**config.mk**
```make
export PLATFORM = sky130hd
export DESIGN_NAME = preproc_frame_stats_flat
export DESIGN_NICKNAME = d
export VERILOG_FILES = /design/src/rtl/preproc_frame_stats_pkg.sv /design/src/rtl/preproc_frame_stats_if.sv /design/src/rtl/preproc_frame_stats_tx.sv /design/src/rtl/preproc_frame_stats.sv /design/src/flat_wrapper.sv
export SDC_FILE = /design/constraint.sdc
export NUM_CORES = 1
export LEC_CHECK = 0
export CORE_ASPECT_RATIO = 0.5
export CORE_MARGIN = 1.5
export CORE_UTILIZATION = 45
export DETAILED_ROUTE_END_ITERATION = 8
export DONT_BUFFER_PORTS = 1
export PLACE_DENSITY = 0.7
export SLEW_MARGIN = 0
export SYNTH_ARGS = -nofsm -noshare
export SYNTH_HDL_FRONTEND = slang
export SYNTH_SLANG_ARGS = --single-unit
```
**constraint.sdc**
```tcl
create_clock -name clk -period 21.3 [get_ports clk]
set_input_delay 2.13 -clock clk [delete_from_list [all_inputs] [get_ports clk]]
set_output_delay 2.13 -clock clk [all_outputs]
set_load 0.05 [all_outputs]
```
**src/rtl/preproc_frame_stats_pkg.sv**
```systemverilog
// Shared record layout, word indices and FSM state types for the frame statistics stage.
// Latency: n/a (types and constants only).
// Backpressure: n/a.
package preproc_frame_stats_pkg;

  localparam logic [7:0] SYNC_BYTE = 8'hA5;
  localparam int REC_WORDS = 8;
  localparam int IDX_W     = 3;

  // Word positions inside the 8-word result record
  localparam int W_HDR    = 0;
  localparam int W_MIN    = 1;
  localparam int W_MAX    = 2;
  localparam int W_MOTION = 3;
  localparam int W_EDGE   = 4;
  localparam int W_COL1   = 5;
  localparam int W_COL2   = 6;
  localparam int W_COL3   = 7;

  // Header word field offsets
  localparam int HDR_SYNC_LSB = 24;
  localparam int HDR_DROP_BIT = 17;
  localparam int HDR_BBOX_BIT = 16;

  typedef logic [31:0] word_t;
  typedef word_t [REC_WORDS-1:0] rec_t;

  typedef enum logic {ACC_IDLE = 1'b0, ACC_RUN = 1'b1} acc_state_t;
  typedef enum logic {TX_IDLE = 1'b0, TX_SEND = 1'b1} tx_state_t;

  // Header without drop_seen; the sender ORs that bit in when the record is loaded.
  function automatic word_t pack_hdr(input logic bbox_valid, input logic [15:0] frame_num);
    word_t w;
    w = '0;
    w[HDR_SYNC_LSB +: 8] = SYNC_BYTE;
    w[HDR_BBOX_BIT]      = bbox_valid;
    w[15:0]              = frame_num;
    return w;
  endfunction

endpackage

```
**src/rtl/preproc_frame_stats_if.sv**
```systemverilog
// Pixel-flag input stream plus result-word output stream of the frame statistics stage.
// Latency: n/a (bundle of wires).
// Backpressure: o_wvalid/i_wready on the result side; pixel side has no backpressure.
// Ports: i_* pixel strobe, sof/eof, coords and flags; o_wdata/o_wvalid/o_wlast with i_wready;
//        o_drop_cnt and o_busy status. slave = the stats block, master = the pixel source/host.
interface preproc_frame_stats_if #(
  parameter int X_W = 12,
  parameter int Y_W = 11
);
  logic           i_valid;
  logic           i_sof;
  logic           i_eof;
  logic [X_W-1:0] i_x;
  logic [Y_W-1:0] i_y;
  logic           i_edge;
  logic           i_motion;
  logic [1:0]     i_color;
  logic [31:0]    o_wdata;
  logic           o_wvalid;
  logic           o_wlast;
  logic           i_wready;
  logic [7:0]     o_drop_cnt;
  logic           o_busy;

  modport slave (
    input  i_valid, i_sof, i_eof, i_x, i_y, i_edge, i_motion, i_color, i_wready,
    output o_wdata, o_wvalid, o_wlast, o_drop_cnt, o_busy
  );

  modport master (
    output i_valid, i_sof, i_eof, i_x, i_y, i_edge, i_motion, i_color, i_wready,
    input  o_wdata, o_wvalid, o_wlast, o_drop_cnt, o_busy
  );
endinterface

```
**src/rtl/preproc_frame_stats_tx.sv**
```systemverilog
// Record snapshot, 8-word serializer and dropped-frame counter.
// Latency: load_vld at edge E -> word 0 valid right after E.
// Backpressure: word held until wready; a load arriving while sending is dropped and counted.
// Ports: clk/rst; load_vld/load_dat snapshot request; wready in; wdata/wvalid/wlast out;
//        drop_cnt (saturating at 255) and busy out.
module preproc_frame_stats_tx
  import preproc_frame_stats_pkg::*;
(
  input  logic       clk,
  input  logic       rst,
  input  logic       load_vld,
  input  rec_t       load_dat,
  input  logic       wready,
  output word_t      wdata,
  output logic       wvalid,
  output logic       wlast,
  output logic [7:0] drop_cnt,
  output logic       busy
);

  tx_state_t         state_q, state_d;
  logic [IDX_W-1:0]  idx_q, idx_d;
  rec_t              snap_q, snap_d;
  logic [7:0]        drop_cnt_q, drop_cnt_d;
  logic              drop_seen_q, drop_seen_d;

  localparam logic [IDX_W-1:0] LAST_IDX = IDX_W'(REC_WORDS - 1);

  always_comb begin
    state_d     = state_q;
    idx_d       = idx_q;
    snap_d      = snap_q;
    drop_cnt_d  = drop_cnt_q;
    drop_seen_d = drop_seen_q;

    if (state_q == TX_SEND && wready) begin
      if (idx_q == LAST_IDX) begin
        state_d = TX_IDLE;
      end else begin
        idx_d = idx_q + 1'b1;
      end
    end

    // Only an idle sender takes a new snapshot; the word being accepted this
    // very cycle still counts as busy, so that frame is dropped.
    if (load_vld) begin
      if (state_q == TX_IDLE) begin
        snap_d = load_dat;
        snap_d[W_HDR][HDR_DROP_BIT] = load_dat[W_HDR][HDR_DROP_BIT] | drop_seen_q;
        drop_seen_d = 1'b0;
        state_d     = TX_SEND;
        idx_d       = '0;
      end else begin
        if (drop_cnt_q != 8'hFF) begin
          drop_cnt_d = drop_cnt_q + 8'd1;
        end
        drop_seen_d = 1'b1;
      end
    end
  end

  always_ff @(posedge clk or posedge rst) begin
    if (rst) begin
      state_q     <= TX_IDLE;
      idx_q       <= '0;
      snap_q      <= '0;
      drop_cnt_q  <= '0;
      drop_seen_q <= 1'b0;
    end else begin
      state_q     <= state_d;
      idx_q       <= idx_d;
      snap_q      <= snap_d;
      drop_cnt_q  <= drop_cnt_d;
      drop_seen_q <= drop_seen_d;
    end
  end

  // All outputs decode flops only; data is forced to zero while not valid.
  assign wvalid   = (state_q == TX_SEND);
  assign wdata    = wvalid ? snap_q[idx_q] : '0;
  assign wlast    = wvalid && (idx_q == LAST_IDX);
  assign drop_cnt = drop_cnt_q;
  assign busy     = wvalid;

endmodule

```
**src/rtl/preproc_frame_stats.sv**
```systemverilog
// Per-frame motion bounding box and flag counters, emitted as an 8-word record per frame.
// Latency: eof pixel in cycle N -> snapshot at end of N+1 -> word 0 valid in cycle N+2.
// Backpressure: result words stall on i_wready; pixels never stall, frames ending while busy are dropped.
// Ports: clk, rst (async, active-high); bus = pixel stream in, result stream and status out.
module preproc_frame_stats
  import preproc_frame_stats_pkg::*;
#(
  parameter int X_W     = 12,
  parameter int Y_W     = 11,
  parameter int CNT_W   = 22,
  parameter int MIN_PIX = 16
) (
  input  logic                  clk,
  input  logic                  rst,
  preproc_frame_stats_if.slave  bus
);

  acc_state_t                 acc_state_q, acc_state_d;
  logic [X_W-1:0]             xmin_q, xmin_d, xmax_q, xmax_d;
  logic [Y_W-1:0]             ymin_q, ymin_d, ymax_q, ymax_d;
  logic [CNT_W-1:0]           motion_cnt_q, motion_cnt_d;
  logic [CNT_W-1:0]           edge_cnt_q, edge_cnt_d;
  logic [3:1][CNT_W-1:0]      col_cnt_q, col_cnt_d;
  logic                       eof_pend_q, eof_pend_d;
  logic [15:0]                frame_cnt_q, frame_cnt_d;

  logic                       take;
  logic                       bbox_valid;
  rec_t                       rec;

  word_t                      tx_wdata;
  logic                       tx_wvalid;
  logic                       tx_wlast;
  logic [7:0]                 tx_drop_cnt;
  logic                       tx_busy;

  function automatic logic [CNT_W-1:0] sat_inc(input logic [CNT_W-1:0] v);
    return (&v) ? v : v + 1'b1;
  endfunction

  always_comb begin
    acc_state_d  = acc_state_q;
    xmin_d       = xmin_q;
    xmax_d       = xmax_q;
    ymin_d       = ymin_q;
    ymax_d       = ymax_q;
    motion_cnt_d = motion_cnt_q;
    edge_cnt_d   = edge_cnt_q;
    col_cnt_d    = col_cnt_q;
    eof_pend_d   = 1'b0;
    frame_cnt_d  = frame_cnt_q;

    // Every completed frame is numbered, whether or not its record gets sent.
    if (eof_pend_q) begin
      frame_cnt_d = frame_cnt_q + 16'd1;
    end

    // sof is honoured in either state; in ACC_RUN it silently restarts the frame.
    take = bus.i_valid && (acc_state_q == ACC_RUN || bus.i_sof);

    if (take) begin
      if (bus.i_sof) begin
        xmin_d       = '1;
        ymin_d       = '1;
        xmax_d       = '0;
        ymax_d       = '0;
        motion_cnt_d = '0;
        edge_cnt_d   = '0;
        col_cnt_d    = '0;
      end

      if (bus.i_motion) begin
        motion_cnt_d = sat_inc(motion_cnt_d);
        if (bus.i_x < xmin_d) xmin_d = bus.i_x;
        if (bus.i_x > xmax_d) xmax_d = bus.i_x;
        if (bus.i_y < ymin_d) ymin_d = bus.i_y;
        if (bus.i_y > ymax_d) ymax_d = bus.i_y;
      end

      if (bus.i_edge) begin
        edge_cnt_d = sat_inc(edge_cnt_d);
      end

      if (bus.i_color != 2'd0) begin
        col_cnt_d[bus.i_color] = sat_inc(col_cnt_d[bus.i_color]);
      end

      // Accumulators hold their final values for one cycle while the
      // snapshot is taken, even if the next frame's sof lands right then.
      acc_state_d = bus.i_eof ? ACC_IDLE : ACC_RUN;
      eof_pend_d  = bus.i_eof;
    end
  end

  always_comb begin
    bbox_valid        = (motion_cnt_q >= CNT_W'(MIN_PIX));
    rec               = '0;
    rec[W_HDR]        = pack_hdr(bbox_valid, frame_cnt_d);
    rec[W_MIN]        = {16'(xmin_q), 16'(ymin_q)};
    rec[W_MAX]        = {16'(xmax_q), 16'(ymax_q)};
    rec[W_MOTION]     = 32'(motion_cnt_q);
    rec[W_EDGE]       = 32'(edge_cnt_q);
    rec[W_COL1]       = 32'(col_cnt_q[1]);
    rec[W_COL2]       = 32'(col_cnt_q[2]);
    rec[W_COL3]       = 32'(col_cnt_q[3]);
  end

  always_ff @(posedge clk or posedge rst) begin
    if (rst) begin
      acc_state_q  <= ACC_IDLE;
      xmin_q       <= '0;
      xmax_q       <= '0;
      ymin_q       <= '0;
      ymax_q       <= '0;
      motion_cnt_q <= '0;
      edge_cnt_q   <= '0;
      col_cnt_q    <= '0;
      eof_pend_q   <= 1'b0;
      frame_cnt_q  <= '0;
    end else begin
      acc_state_q  <= acc_state_d;
      xmin_q       <= xmin_d;
      xmax_q       <= xmax_d;
      ymin_q       <= ymin_d;
      ymax_q       <= ymax_d;
      motion_cnt_q <= motion_cnt_d;
      edge_cnt_q   <= edge_cnt_d;
      col_cnt_q    <= col_cnt_d;
      eof_pend_q   <= eof_pend_d;
      frame_cnt_q  <= frame_cnt_d;
    end
  end

  preproc_frame_stats_tx u_tx (
    .clk      (clk),
    .rst      (rst),
    .load_vld (eof_pend_q),
    .load_dat (rec),
    .wready   (bus.i_wready),
    .wdata    (tx_wdata),
    .wvalid   (tx_wvalid),
    .wlast    (tx_wlast),
    .drop_cnt (tx_drop_cnt),
    .busy     (tx_busy)
  );

  assign bus.o_wdata    = tx_wdata;
  assign bus.o_wvalid   = tx_wvalid;
  assign bus.o_wlast    = tx_wlast;
  assign bus.o_drop_cnt = tx_drop_cnt;
  assign bus.o_busy     = tx_busy;

endmodule
```
**src/flat_wrapper.sv**
```systemverilog
// flat-port wrapper written by rule: the top's interface ports become plain ports
module preproc_frame_stats_flat import preproc_frame_stats_pkg::*;
#(
  parameter int X_W     = 12,
  parameter int Y_W     = 11,
  parameter int CNT_W   = 22,
  parameter int MIN_PIX = 16
)
  (clk, rst, bus_i_valid, bus_i_sof, bus_i_eof, bus_i_x, bus_i_y, bus_i_edge, bus_i_motion, bus_i_color, bus_i_wready, bus_o_wdata, bus_o_wvalid, bus_o_wlast, bus_o_drop_cnt, bus_o_busy);
  preproc_frame_stats_if #(.X_W(X_W), .Y_W(Y_W)) bus_i ();
  input  logic clk;
  input  logic rst;
  input wire logic [$bits(bus_i.i_valid)-1:0] bus_i_valid;
  input wire logic [$bits(bus_i.i_sof)-1:0] bus_i_sof;
  input wire logic [$bits(bus_i.i_eof)-1:0] bus_i_eof;
  input wire logic [$bits(bus_i.i_x)-1:0] bus_i_x;
  input wire logic [$bits(bus_i.i_y)-1:0] bus_i_y;
  input wire logic [$bits(bus_i.i_edge)-1:0] bus_i_edge;
  input wire logic [$bits(bus_i.i_motion)-1:0] bus_i_motion;
  input wire logic [$bits(bus_i.i_color)-1:0] bus_i_color;
  input wire logic [$bits(bus_i.i_wready)-1:0] bus_i_wready;
  output wire logic [$bits(bus_i.o_wdata)-1:0] bus_o_wdata;
  output wire logic [$bits(bus_i.o_wvalid)-1:0] bus_o_wvalid;
  output wire logic [$bits(bus_i.o_wlast)-1:0] bus_o_wlast;
  output wire logic [$bits(bus_i.o_drop_cnt)-1:0] bus_o_drop_cnt;
  output wire logic [$bits(bus_i.o_busy)-1:0] bus_o_busy;
  assign bus_i.i_valid = bus_i_valid;
  assign bus_i.i_sof = bus_i_sof;
  assign bus_i.i_eof = bus_i_eof;
  assign bus_i.i_x = bus_i_x;
  assign bus_i.i_y = bus_i_y;
  assign bus_i.i_edge = bus_i_edge;
  assign bus_i.i_motion = bus_i_motion;
  assign bus_i.i_color = bus_i_color;
  assign bus_i.i_wready = bus_i_wready;
  assign bus_o_wdata = bus_i.o_wdata;
  assign bus_o_wvalid = bus_i.o_wvalid;
  assign bus_o_wlast = bus_i.o_wlast;
  assign bus_o_drop_cnt = bus_i.o_drop_cnt;
  assign bus_o_busy = bus_i.o_busy;
  preproc_frame_stats #(.X_W(X_W), .Y_W(Y_W), .CNT_W(CNT_W), .MIN_PIX(MIN_PIX)) u_core (.clk(clk), .rst(rst), .bus(bus_i));
endmodule
```
==> summary.md, run 1 <==
| Metric | Value |
|---|---|
| Synthesis Warnings | `0` |
| R2r startpoint | `u_core.col_cnt_q[44]` |
| Fill count | `3,371` |
| CP cell instances | `buf_4 > mux4_2 > mux2i_1 > nor2b_1` |
| Slowest stage cell, crit path | `dfrtp_2` |
| Worst vdd ir | `between 60 and 70 µV` |
| Total Wirelength | `between 40,000 and 50,000 µm` |
| Startpoint Class | `flop` |
| Mapped cell area | `18,200 µm²` |
| Initial antenna violation count | `2` |
| CTS H-tree lvls | `2` |
| Fmax | `187 MHz` |
| Worst reg2reg endpoint | `u_core.col_cnt_q[45]` |
| Post-synth cell types | `slightly below 70` |
| Status | `finished, final reports clean` |
| Clock sinks | `roughly 360` |
| Grt ovf | `0` |
| Crit path kind | `reg2out` |
| Max-Slew Margin vs Limit | `between 20% and 30%` |
| Wire per inst | `20.5 µm` |
| Clock skew | `0.0151 ns` |
| CP Data Required Time | `19.17 ns` |
| Core footprint | `39,400 µm²` |
| Final Cell Area | `slightly below 20,000 µm²` |
| Residual DRC count | `0` |
| Worst reg-to-reg path cell count | `10` |
| Setup WS pre-CTS | `about 16 ns` |
| Number of global-route vias before repair | `12,400` |
| Worst setup EP type | `primary output` |
| Layout cells sized above 1 | `21.9%` |
| Dpl cell area | `18,600 µm²` |
| N_diodes | `0` |
| Post-CTS Repair Setup Buffers | `0` |
| Slew @ Worst Pin | `1.11 ns` |
| Final Wtd Congestion | `0.914` |
| Max-cap violations | `0` |
| Leakage | `8.53 nW` |
| Reg area | `around 9100 µm²` |
| Crit path max fanout | `25` |
| Post-synthesis async set-or-reset flop share | `100%` |
| Syn avg cell area | `11.5 µm²` |
| Synth cell count leaders | `dfrtp_1 (362), mux2_2 (219), nand2_1 (180)` |
| Clk buf depth | `3` |
| Setup Viol. Count Final | `0` |
| Port bufs | `0` |
| Die height | `approximately 150 µm` |
| Dpl hpwl | `approximately 29,000 µm` |
| Final Hold Viols | `0` |
| Worst setup margin | `15.96 ns` |
| Post-synth top flop | `dfrtp_1` |
| Fin Setup TNS | `0 ns` |
| Setup repair after global routing missed its margin | `false` |
| Sequential share of the synthesized area | `slightly below 50%` |
| Max incr delay on CP | `0.86 ns` |
| DRT iter0 DRCs | `1,078` |
| Dominant cell type by area after synthesis | `dfrtp_1` |
| Top-count cell post-synth | `dfrtp_1` |
| Starting Density | `46.3%` |
| Ratio of final minimum period to clock period | `25.1%` |
| Total GRT Usage | `21.0%` |
| CTS resizes | `0` |
| IO Count | `76` |
| Nets@finish | `about 1,600` |
| Num CTS Buffers | `36` |
| Slew Limit Fails | `0` |
| Worst Hold Depth | `1` |
| Die area | `about 42,000 µm²` |
| CTS clk-pin slew, worst paths | `approximately 0.070 ns` |
| Vias | `12,300` |
| PD cells | `103 nW/µm²` |
| Post-synth EDFFs | `0` |
| Area contributors post-synth | `dfrtp_1 (50%), mux2_2 (14%), mux4_2 (4.3%)` |
| Hold path start | `u_core.frame_cnt_q[15]` |
| CTS Hold Buffers Added | `0` |
| Root buf cell | `clkbuf_16` |
| Area grow syn2layout | `8.91%` |
| Area of the multi-input gates | `8740 µm²` |
| Vias/cell | `5.84` |
| Min Tclk post-route | `roughly 5.3 ns` |
| Number of synthesized register bits | `362` |
| Worst min path class | `reg2reg` |
| DRT antenna net count | `0` |
| Worst hold path endpoint | `u_core.frame_cnt_q[15]` |
| CTS tree | `built` |
| Worst skew pair latency | `0.53 ns` |
| First-pass GRT wire length | `69,800 µm` |
| Pin count of the biggest net entering global routing | `130` |
| DRT Pass-1 Iters | `5` |
| # rows | `51` |
| Die span in x | `287 µm` |
| Critical Path AT | `3.21 ns` |
| FF-to-FF setup slack | `between 15 and 20 ns` |
| Gate Count Post-Synth | `1,588` |
| Proportion of netlist area held by the largest area contributor | `49.7%` |
## power by group
part           switching, W  internal [W]  leakage, nW
Clock              0.000271      0.000383        0.590
Sequential         0.000100      0.000775         4.79
Combinational      0.000328      0.000190         3.15
Total              0.000699       0.00135         8.53
## cell type report
cell class / instances / share of cell area [%]
inverters: 12 / 0.265
clock inverters: 15 / 0.972
repair buffers: 15 / 0.568
well taps: 530 / 3.34
multi-input cells: 1123 / 44.1
clock buffers: 48 / 5.08
flip-flops and latches: 362 / 45.7
## flip-flops by register name, indices dropped and copies added (netlist names), 3 cells and up
signal / count
u_core.col_cnt_q: 66
u_core.motion_cnt_q: 22
u_core.xmin_q: 12
u_core.frame_cnt_q: 16
u_core.ymin_q: 11
u_core.u_tx.drop_cnt: 8
u_core.xmax_q: 12
u_core.u_tx.idx_q: 3
u_core.u_tx.snap_q: 175
u_core.edge_cnt_q: 22
u_core.ymax_q: 11
## cells in the final DEF (no fill, tap or decap), types with 29 or more instances in the layout
cell type  instances
dfrtp_1          359
mux2_2           219
nand2_1          179
nor2_1            79
o21ai_0           77
ha_1              50
a22o_1            37
clkbuf_16         37
nand3_1           35
mux4_2            35
nor2b_1           34
xnor2_1           33
a21oi_1           33
xor2_1            29
## worst max-delay path by stage
stage | from | end | slack [ns]
after floorplan | rst | u_core.acc_state_q | 9.12
after global placement | bus_i_sof | u_core.xmax_q[1] | 16.31
after detailed placement | bus_i_sof | u_core.ymax_q[0] | 16.23
after CTS | u_core.u_tx.idx_q[0] | bus_o_wdata[4] | 15.84
after global routing | u_core.u_tx.idx_q[0] | bus_o_wdata[4] | 15.78
final | u_core.u_tx.idx_q[0] | bus_o_wdata[4] | 15.96
## worst max-delay path: cells and delay by family, from the launching register on
family,cells,cell delay [ns]
flip-flops,1,0.86
AND/OR/NAND/NOR,1,0.77
buffers and inverters,1,0.58
multiplexers,2,0.45
## metal layers
layer  part of all wire [%]  global-route usage, %
met5                  0.018                      0
met4                    2.2                   5.76
met3                    6.0                   4.59
met2                     46                   32.6
met1                     46                   29.6
## through the flow
stage | cells | total power (W) | hold slack, ns | util, %
2_1_floorplan | 1589 | 0.00128 | 0.432 | -
3_3_place_gp | 2042 | 0.00139 | 0.446 | 47.3
4_1_cts | 2105 | 0.00206 | 0.461 | 50.4
3_5_place_dp | 2042 | 0.00140 | 0.450 | 47.3
6_report | 2105 | 0.00205 | 0.457 | 50.4
5_1_grt | 2105 | 0.00213 | 0.488 | 50.4
## cell families (layout without fill, tap and decap cells)
family	after synthesis	after routing	share of synthesized area, %
AO/OA/AOI/OAI	244	244	8.99
XOR/XNOR	62	62	2.98
adder cells (fa/ha/maj)	50	50	3.44
buffers and inverters	104	90	2.36
flip-flops	362	362	49.7
multiplexers	280	280	19.3
other	1	2	0.0206
AND/OR/NAND/NOR	485	485	13.1
(Power assumes the default switching activity.)
==> run 2, diff against run 1 <==
clock period = 5.5 ns   (was 21.3 ns; I/O delays follow)
==> summary.md, run 2 (synthesized netlist as in run 1, its figures left out) <==
| Metric | Value |
|---|---|
| Final Wtd Congestion | `0.918` |
| FF-to-FF setup slack | `2.62 ns` |
| Total Wirelength | `43,400 µm` |
| N_diodes | `0` |
| Area grow syn2layout | `9.12%` |
| Layout cells sized above 1 | `between 20% and 30%` |
| Worst Hold Depth | `1` |
| Residual DRC count | `0` |
| DRT antenna net count | `0` |
| CTS tree | `built` |
| Slew Limit Fails | `0` |
| Min Tclk post-route | `3.70 ns` |
| R2r startpoint | `u_core.u_tx.busy` |
| Fill count | `3,369` |
| Hold path start | `bus_i_eof` |
| Wire per inst | `20.6 µm` |
| Crit path max fanout | `25` |
| Setup repair after global routing missed its margin | `false` |
| Worst vdd ir | `318 µV` |
| Max FFs per register | `approximately 180` |
| Nets@finish | `1,635` |
| Setup Viol. Count Final | `0` |
| CTS clk-pin slew, worst paths | `approximately 0.06 ns` |
| Root buf cell | `clkbuf_16` |
| Die span in x | `around 290 µm` |
| Most common cell after layout, fill and taps aside | `dfrtp_1` |
| Largest register by flop count | `u_core.u_tx.snap_q` |
| Crit path kind | `reg2out` |
| Num CTS Buffers | `37` |
| PD cells | `around 400 nW/µm²` |
| CTS H-tree lvls | `2` |
| # rows | `51` |
| Post-CTS Repair Setup Buffers | `0` |
| Max incr delay on CP | `0.82 ns` |
| DRT iter0 DRCs | `1,090` |
| Status | `finished, final reports clean` |
| Worst reg-to-reg path cell count | `3` |
| Worst reg2reg endpoint | `u_core.u_tx.snap_q[104]` |
| Core footprint | `39,400 µm²` |
| WP depth | `4` |
| CTS resizes | `0` |
| Fmax | `between 200 and 300 MHz` |
| Slowest stage cell, crit path | `dfrtp_2` |
| Ratio of final minimum period to clock period | `just under 70%` |
| Worst setup EP type | `primary output` |
| Pin count of the biggest net entering global routing | `141` |
| Total GRT Usage | `a little over a fifth` |
| Worst min path class | `in2reg` |
| Dpl hpwl | `29,500 µm` |
| Fin Setup TNS | `0 ns` |
| Setup crit start | `u_core.u_tx.idx_q[0]` |
| Final Hold Viols | `0` |
| Max-cap violations | `0` |
| Clk buf depth | `3` |
| Largest regs | `u_core.u_tx.snap_q: 175 flops, u_core.col_cnt_q: 66 flops` |
| Clock sinks | `362` |
| CP Data Required Time | `4.95 ns` |
| Startpoint Class | `flop` |
| Number of global-route vias before repair | `12,300` |
| Critical Path AT | `3.15 ns` |
| Most frequent cells in the layout | `dfrtp_1 (359), mux2_2 (219), nand2_1 (179)` |
| Worst hold path endpoint | `u_core.acc_state_q` |
| Slew @ Worst Pin | `1.08 ns` |
| Leakage | `8.53 nW` |
| CP cell instances | `buf_4 > mux4_2 > mux2i_1 > nor2b_1` |
| Final Util | `roughly half` |
| Vias/cell | `about 5.9` |
| Setup WS pre-CTS | `between 2 and 2.5 ns` |
| Starting Density | `roughly 46%` |
| Grt ovf | `0` |
| Max-Slew Margin vs Limit | `28.2%` |
| Delay-heaviest family, CP | `flip-flops` |
| First-pass GRT wire length | `69,800 µm` |
| DRT Pass-1 Iters | `5` |
| IO Count | `76` |
| Port bufs | `0` |
| CTS Hold Buffers Added | `1` |
| Worst setup margin | `1.80 ns` |
| Worst skew pair latency | `between 0.5 and 0.6 ns` |
| Die height | `roughly 150 µm` |
| Area of the multi-input gates | `between 8000 and 9000 µm²` |
| Buf/Inv on CP | `1` |
| Vias | `12,400` |
| Clock skew | `around 0.023 ns` |
| Die area | `about 42,000 µm²` |
| Reg area | `between 9000 and 10,000 µm²` |
| Initial antenna violation count | `0` |
## run 2: metrics by stage
stage	hold slack [ns]	power, W	instance area (µm²)	instances
detailed placement	0.466	0.00541	18700	2042
global placement	0.455	0.00538	18700	2042
floorplan	0.432	0.00495	18200	1589
finish	0.119	0.00787	19900	2108
global route	0.136	0.00821	19900	2108
CTS	0.103	0.00793	19900	2108
## run 2: worst max path at each step
stage                          to  slack, ns
5_1_grt            bus_o_wdata[4]       1.60
2_1_floorplan  u_core.acc_state_q        0.1
3_5_place_dp     u_core.ymax_q[3]       2.11
3_3_place_gp     u_core.ymax_q[9]       2.17
6_report           bus_o_wdata[4]       1.80
4_1_cts            bus_o_wdata[3]       1.70
## run 2: worst register-to-register path: stages, from the launching register on
cell	delay, ns
dfrtp_2	0.75
nor2_4	0.84
buf_4	0.72
mux2_2	0.45
## run 2: final cells by class
cell class	instances	share of cell area (%)
Tap cell	530	3.34
Inverter	12	0.246
Timing Repair Buffer	16	0.806
Clock inverter	19	0.869
Clock buffer	46	5.14
Multi-Input combinational cell	1123	44.0
Sequential cell	362	45.6
## run 2: report_power, final
group | switching [W] | internal [W] | total, W
Sequential | 0.000439 | 0.00300 | 0.00344
Clock | 0.00107 | 0.00142 | 0.00250
Combinational | 0.00120 | 0.000735 | 0.00194
Total | 0.00272 | 0.00516 | 0.00787
## run 2: routing by layer
| metal | up-vias | wire, µm | share of wire (%) | GRT usage (%) |
|---|---|---|---|---|
| li1 | 5677 | - | - | - |
| met1 | 6333 | 20200 | 47 | 30.8 |
| met2 | 309 | 20000 | 46 | 32.2 |
| met3 | 72 | 2340 | 5.4 | 3.74 |
| met4 | 0 | 858 | 2.0 | 5.53 |
| met5 | - | 0 | 0 | 0 |
